`src/rtl/fwd_tag_pipe_if.sv`:
```
// Handshake bundle between the ID stage and the tag pipe: ID-side decode
// fields plus flush in, stall and the EX/MEM forwarding tags out.
interface fwd_tag_pipe_if;
   logic       id_valid;
   logic [4:0] id_rn;
   logic [4:0] id_rm;
   logic       id_uses_rn;
   logic       id_uses_rm;
   logic [4:0] id_rd;
   logic [4:0] id_rt;
   logic       id_regwrite;
   logic       id_memread;
   logic       id_memwrite;
   logic       id_brlink;
   logic       flush;
   logic       stall;
   logic [4:0] ex_rd;
   logic       ex_regwrite;
   logic       ex_memread;
   logic [4:0] mem_rd;
   logic [4:0] mem_rt;
   logic       mem_regwrite;
   logic       mem_memwrite;
   logic       mem_wb_brlink;

   modport master (
      output id_valid, id_rn, id_rm, id_uses_rn, id_uses_rm, id_rd, id_rt,
             id_regwrite, id_memread, id_memwrite, id_brlink, flush,
      input  stall, ex_rd, ex_regwrite, ex_memread, mem_rd, mem_rt,
             mem_regwrite, mem_memwrite, mem_wb_brlink
   );

   modport slave (
      input  id_valid, id_rn, id_rm, id_uses_rn, id_uses_rm, id_rd, id_rt,
             id_regwrite, id_memread, id_memwrite, id_brlink, flush,
      output stall, ex_rd, ex_regwrite, ex_memread, mem_rd, mem_rt,
             mem_regwrite, mem_memwrite, mem_wb_brlink
   );
endinterface

```
`src/rtl/fwd_tag_pipe.sv`:
```
// ID->EX->MEM destination-tag pipe with load-use stall FSM and flush squash.
// Optional FWD_PIPE_STATS_EN adds saturating stall/flush event counters.
module fwd_tag_pipe #(
   parameter int unsigned STALL_CYCLES = 1,
   parameter int unsigned ZERO_REG     = 31
) (
   input  logic          clk,
   input  logic          reset,
   fwd_tag_pipe_if.slave bus
`ifdef FWD_PIPE_STATS_EN
   ,
   output logic [15:0]   stall_cycles,
   output logic [15:0]   flush_count
`endif
);

   localparam logic [4:0] ZR       = 5'(ZERO_REG);
   localparam logic [2:0] CNT_INIT = 3'(STALL_CYCLES - 1);

   typedef enum logic {
      RUN,
      HOLD
   } state_t;

   state_t     state;
   logic [2:0] cnt;

   logic [4:0] ex_rd_q, ex_rt_q;
   logic       ex_rw_q, ex_mr_q, ex_mw_q, ex_bl_q;
   logic [4:0] mem_rd_q, mem_rt_q;
   logic       mem_rw_q, mem_mw_q, mem_bl_q;

   logic hazard;
   logic stall_c;
   logic ex_load;

   assign hazard = bus.id_valid & ex_mr_q & ex_rw_q & (ex_rd_q != ZR) &
                   ((bus.id_uses_rn & (bus.id_rn == ex_rd_q)) |
                    (bus.id_uses_rm & (bus.id_rm == ex_rd_q)));

   // Mealy stall: flush always wins, HOLD keeps the freeze regardless of hazard
   assign stall_c = bus.flush ? 1'b0 : ((state == HOLD) ? 1'b1 : hazard);
   assign ex_load = bus.id_valid & ~bus.flush & ~stall_c;

   always_ff @(posedge clk) begin
      if (reset) begin
         state    <= RUN;
         cnt      <= '0;
         ex_rd_q  <= ZR;
         ex_rt_q  <= ZR;
         ex_rw_q  <= 1'b0;
         ex_mr_q  <= 1'b0;
         ex_mw_q  <= 1'b0;
         ex_bl_q  <= 1'b0;
         mem_rd_q <= ZR;
         mem_rt_q <= ZR;
         mem_rw_q <= 1'b0;
         mem_mw_q <= 1'b0;
         mem_bl_q <= 1'b0;
      end else begin
         mem_rd_q <= ex_rd_q;
         mem_rt_q <= ex_rt_q;
         mem_rw_q <= ex_rw_q;
         mem_mw_q <= ex_mw_q;
         mem_bl_q <= ex_bl_q;

         if (ex_load) begin
            ex_rd_q <= bus.id_rd;
            ex_rt_q <= bus.id_rt;
            ex_rw_q <= bus.id_regwrite;
            ex_mr_q <= bus.id_memread;
            ex_mw_q <= bus.id_memwrite;
            ex_bl_q <= bus.id_brlink;
         end else begin
            ex_rd_q <= ZR;
            ex_rt_q <= ZR;
            ex_rw_q <= 1'b0;
            ex_mr_q <= 1'b0;
            ex_mw_q <= 1'b0;
            ex_bl_q <= 1'b0;
         end

         if (bus.flush) begin
            state <= RUN;
            cnt   <= '0;
         end else begin
            case (state)
               RUN: begin
                  // the RUN cycle itself is the first stall cycle
                  if (stall_c && (STALL_CYCLES > 1)) begin
                     state <= HOLD;
                     cnt   <= CNT_INIT;
                  end
               end
               HOLD: begin
                  cnt <= cnt - 3'd1;
                  if (cnt == 3'd1) state <= RUN;
               end
               default: begin
                  state <= RUN;
                  cnt   <= '0;
               end
            endcase
         end
      end
   end

   assign bus.stall         = stall_c;
   assign bus.ex_rd         = ex_rd_q;
   assign bus.ex_regwrite   = ex_rw_q;
   assign bus.ex_memread    = ex_mr_q;
   assign bus.mem_rd        = mem_rd_q;
   assign bus.mem_rt        = mem_rt_q;
   assign bus.mem_regwrite  = mem_rw_q;
   assign bus.mem_memwrite  = mem_mw_q;
   assign bus.mem_wb_brlink = mem_bl_q;

`ifdef FWD_PIPE_STATS_EN
   always_ff @(posedge clk) begin
      if (reset) begin
         stall_cycles <= '0;
         flush_count  <= '0;
      end else begin
         if (stall_c && (stall_cycles != '1)) stall_cycles <= stall_cycles + 16'd1;
         if (bus.flush && (flush_count != '1)) flush_count <= flush_count + 16'd1;
      end
   end
`endif

endmodule

```
`src/flat_wrapper.sv`:
```
// flat-port wrapper written by rule: the top's interface ports become plain ports
module fwd_tag_pipe_flat 
#(
   parameter int unsigned STALL_CYCLES = 1,
   parameter int unsigned ZERO_REG     = 31
)
  (clk, reset, bus_id_valid, bus_id_rn, bus_id_rm, bus_id_uses_rn, bus_id_uses_rm, bus_id_rd, bus_id_rt, bus_id_regwrite, bus_id_memread, bus_id_memwrite, bus_id_brlink, bus_flush, bus_stall, bus_ex_rd, bus_ex_regwrite, bus_ex_memread, bus_mem_rd, bus_mem_rt, bus_mem_regwrite, bus_mem_memwrite, bus_mem_wb_brlink);
  fwd_tag_pipe_if bus_i ();
  input  logic clk;
  input  logic reset;
  input wire logic [$bits(bus_i.id_valid)-1:0] bus_id_valid;
  input wire logic [$bits(bus_i.id_rn)-1:0] bus_id_rn;
  input wire logic [$bits(bus_i.id_rm)-1:0] bus_id_rm;
  input wire logic [$bits(bus_i.id_uses_rn)-1:0] bus_id_uses_rn;
  input wire logic [$bits(bus_i.id_uses_rm)-1:0] bus_id_uses_rm;
  input wire logic [$bits(bus_i.id_rd)-1:0] bus_id_rd;
  input wire logic [$bits(bus_i.id_rt)-1:0] bus_id_rt;
  input wire logic [$bits(bus_i.id_regwrite)-1:0] bus_id_regwrite;
  input wire logic [$bits(bus_i.id_memread)-1:0] bus_id_memread;
  input wire logic [$bits(bus_i.id_memwrite)-1:0] bus_id_memwrite;
  input wire logic [$bits(bus_i.id_brlink)-1:0] bus_id_brlink;
  input wire logic [$bits(bus_i.flush)-1:0] bus_flush;
  output wire logic [$bits(bus_i.stall)-1:0] bus_stall;
  output wire logic [$bits(bus_i.ex_rd)-1:0] bus_ex_rd;
  output wire logic [$bits(bus_i.ex_regwrite)-1:0] bus_ex_regwrite;
  output wire logic [$bits(bus_i.ex_memread)-1:0] bus_ex_memread;
  output wire logic [$bits(bus_i.mem_rd)-1:0] bus_mem_rd;
  output wire logic [$bits(bus_i.mem_rt)-1:0] bus_mem_rt;
  output wire logic [$bits(bus_i.mem_regwrite)-1:0] bus_mem_regwrite;
  output wire logic [$bits(bus_i.mem_memwrite)-1:0] bus_mem_memwrite;
  output wire logic [$bits(bus_i.mem_wb_brlink)-1:0] bus_mem_wb_brlink;
  assign bus_i.id_valid = bus_id_valid;
  assign bus_i.id_rn = bus_id_rn;
  assign bus_i.id_rm = bus_id_rm;
  assign bus_i.id_uses_rn = bus_id_uses_rn;
  assign bus_i.id_uses_rm = bus_id_uses_rm;
  assign bus_i.id_rd = bus_id_rd;
  assign bus_i.id_rt = bus_id_rt;
  assign bus_i.id_regwrite = bus_id_regwrite;
  assign bus_i.id_memread = bus_id_memread;
  assign bus_i.id_memwrite = bus_id_memwrite;
  assign bus_i.id_brlink = bus_id_brlink;
  assign bus_i.flush = bus_flush;
  assign bus_stall = bus_i.stall;
  assign bus_ex_rd = bus_i.ex_rd;
  assign bus_ex_regwrite = bus_i.ex_regwrite;
  assign bus_ex_memread = bus_i.ex_memread;
  assign bus_mem_rd = bus_i.mem_rd;
  assign bus_mem_rt = bus_i.mem_rt;
  assign bus_mem_regwrite = bus_i.mem_regwrite;
  assign bus_mem_memwrite = bus_i.mem_memwrite;
  assign bus_mem_wb_brlink = bus_i.mem_wb_brlink;
  fwd_tag_pipe #(.STALL_CYCLES(STALL_CYCLES), .ZERO_REG(ZERO_REG)) u_core (.clk(clk), .reset(reset), .bus(bus_i));
endmodule
```
`config.mk`:
```
export PLATFORM = sky130hd
export DESIGN_NAME = fwd_tag_pipe_flat
export DESIGN_NICKNAME = d
export VERILOG_FILES = /design/src/rtl/fwd_tag_pipe_if.sv /design/src/rtl/fwd_tag_pipe.sv /design/src/flat_wrapper.sv
export SDC_FILE = /design/constraint.sdc
export NUM_CORES = 1
export LEC_CHECK = 0
export BUFFER_PORTS_ARGS = -buffer_cell sky130_fd_sc_hd__buf_2
export CAP_MARGIN = 25
export CORE_MARGIN = 10
export CORE_UTILIZATION = 48
export DETAILED_ROUTE_END_ITERATION = 16
export PLACE_DENSITY = 0.81
export SYNTH_ARGS = -nofsm -noshare
export SYNTH_HDL_FRONTEND = slang
export SYNTH_SLANG_ARGS = --single-unit
```
`constraint.sdc`:
```
create_clock -name clk -period 2.6 [get_ports clk]
set_clock_uncertainty 0.2 [all_clocks]
set_input_delay 0.26 -clock clk [delete_from_list [all_inputs] [get_ports clk]]
set_output_delay 0.26 -clock clk [all_outputs]
set_load 0.03 [all_outputs]
```
==> flow_summary.ini <==
[logic_synthesis]
synthXorXnorAreaFrac = 0.0933
synth_compound_area_frac = 0.124
synth-adder-area-share = 0.0222
muxShareOfSynthArea = 0
synth_top_family_by_area = simple AND/OR/NAND/NOR gates
mappedNetlistArea_mm2 = 0.00113
synthMostInstantiatedCell = dfxtp_1
synthSimpleGateAreaFrac = 0.178
yosysTopAreaCell = dfxtp_1
synth_edf_count = 0
ys_async_sr_fraction = 0
synth_top_area_frac = 0.551
ys_warn_count = 0
ys.flop_type = dfxtp_1
syn_avg_cell_area_um2 = 10.4
synth.distinct_cells = 28
ys_top_cells_by_count = 31 x dfxtp_1, 12 x nor2_1, 10 x or2_1
ys_ff_latch = 31
synthTopCellsByArea = dfxtp_1 55%, xor2_1 6.2%, or2_1 5.6%
synth_nets = 140
netlist_instances = 108
yosysSeqAreaShare = 0.551

[grt]
grt-ovfl-total = 0
grt_pass1_wl_mm = 4.85
grt_pass1_vias = 1034
grt.total_usage = 0.139
grt_max_degree = 19
antenna_found_initial = 0

[worst_setup_path]
r2r_end = u_core.bus.ex_regwrite
cp_top_family = flip-flops
critPathMaxFanout = 5
reg2regPathDepth = 5
cp_slowest_cell = dfxtp_1
criticalPathCategory = reg -> out
cp.arrival_ps = 1820
crit_buf_inv = 1
crit_required_ps = 2140
endpoint_kind = output port
crit_cells = 5
r2r_setup_slack_ps = 810
slowest_delay_ps = 370
cp-start-kind = register
cp_cell_sequence = xor2_1 > nor4_1 > a32oi_2 > o31ai_1 > buf_2
timing.rr.start = u_core.bus.ex_rd[2]

[sta]
period_minus_slack_ps = 2280
finalHoldWorstSlack_ps = 84.5
slew-limit-headroom = 0.567
drv_slew = 0
grt_setup_unrepaired = false
finalSetupTns_ps = 0
timing_hold_violations_final = 0
worst_slew_pin_slew_ps = 641
clock.fmax_mhz = 438
setup_viol = 0
period_share = 0.877

[clock_tree]
htree_levels = 2
path_clk_slew_ps = 100
clk_latency_ps = 330
clock-root-buffer = clkbuf_4
cts.sinks = 31
cts_tree = done
cts_max_path_buffers = 2
numCtsBuffers = 5

[power]
p_per_area_mw_per_mm2 = 590
p_leak_nw = 0.712
ir_drop_uv = 479

[die]
dieWidth_um = 68.4
die_h_um = 68.4
start_util = 0.504
die-area_mm2 = 0.00468
ios = 51
rows = 17
coreArea_mm2 = 0.00223

[worst_hold_path]
hp-start = reset
hp-class = in -> reg
hold_path_end = u_core.bus.mem_wb_brlink
holdPathStages = 2

[place]
gp_congestion = 0.801
numPortBuffers = 50
dpl.hpwl_mm = 2.11

[layout]
drive_gt1_frac = 0.352
nNetsFinal = 210
num_antenna_cells = 0
area_growth_pct = 45.6

[status]
status = finished clean

[route]
via_per_inst = 4.86
drc_errors = 0
vias = 1006
post_drt_wl_per_cell_um = 14.7
drtAntennaViolNets = 0
wl_mm = 3.04
drt_iter0_markers = 34
dr.pass1.iters = 4

[flow_run]
cap_violations = 0
==> worst reg2reg max path: cells and delay by family (launching register included) <==
family | cells | cell delay, ps
XOR/XNOR | 1 | 180
AO/OA/AOI/OAI | 2 | 350
flip-flops | 1 | 370
buffers and inverters | 1 | 210
AND/OR/NAND/NOR | 1 | 370
==> final cells by class <==
cell class                 instances  area (um2)
sequential                        31         621
clock buffer                       6        51.3
timing repair buffer              67         415
inverter                           3        11.3
fill                             173         594
tap                               28        35.0
clock inverter                     2        35.0
multi-input combinational         70         470
==> layout by cell type (no fill, tap or decap) <==
cell and n:
o21ai_2 1, nand2_1 3, inv_1 3, o21ai_1 9, buf_2 50, o211a_1 4, clkbuf_4 5, a32oi_2 1
or2_1 10, ha_1 2, xnor2_1 4, a21oi_1 1, bufinv_16 1, nand3b_1 1, nand3_1 1, clkbuf_8 1
nor4_1 1, xor2_1 8, o31ai_1 1, buf_4 2, nor2_1 12, and2_1 1, nor3_1 2, clkinv_2 1
nor4_2 1, nand2b_1 1, o2111ai_1 1, dlygate4sd3_1 15, nor2b_1 3, dfxtp_1 31, nor4b_1 1, a2111oi_0 1
==> report_power, final <==
| group | leakage, nW | internal (mW) | switching (mW) |
|---|---|---|---|
| Sequential | 0.252 | 0.484 | 0.00479 |
| Combinational | 0.412 | 0.0474 | 0.0448 |
| Clock | 0.0482 | 0.227 | 0.159 |
| Total | 0.712 | 0.758 | 0.209 |
==> sequential cells by signal, indices dropped and copies added, names as in the netlist, 3 cells and up <==
name	cells
u_core.bus.mem_rd	5
u_core.cnt	3
u_core.bus.ex_rd	5
u_core.ex_rt_q	5
u_core.bus.mem_rt	5
==> logic make-up (layout without fill, tap and decap cells) <==
group,after synthesis,in the layout
compound gates,19,19
simple gates,37,37
fa+ha+maj,2,2
buf+inv,7,78
flops,31,31
xor+xnor,12,12
==> per-layer routing <==
metal  track usage  up-vias  part of all wire
met5             0        -                 0
met1         0.133      464              0.36
met3        0.0701        9             0.093
li1              -      501                 -
met4        0.0628        0             0.021
met2         0.245       32              0.52
==> metrics by stage <==
stage               power [mW]  utilization  cell area (um2)  worst slack, ps  cells
floorplan                0.537            -             1130              141    108
global placement         0.572        0.628             1400              696    184
detailed placement       0.574        0.628             1400              680    184
CTS                      0.975        0.734             1640              298    207
global route              1.01        0.734             1640             98.8    207
finish                   0.967        0.734             1640              319    207
==> worst max path at each step <==
stage,startpoint,to,slack (ps)
2_1_floorplan,u_core.bus.ex_rd[3],bus_stall,140
3_3_place_gp,bus_id_rn[3],bus_stall,700
3_5_place_dp,u_core.bus.ex_rd[1],bus_stall,680
4_1_cts,u_core.bus.ex_rd[1],bus_stall,300
5_1_grt,u_core.bus.ex_rd[2],bus_stall,100
6_report,u_core.bus.ex_rd[2],bus_stall,320
==> what timing repair did <==
action | CTS | global route
hold endpoints to repair | 17 | 0
hold buffers | 15 | 0
resized for setup | 0 | 0
buffers inserted | 0 | 0
Note: power is estimated with default switching activity, not from simulation.
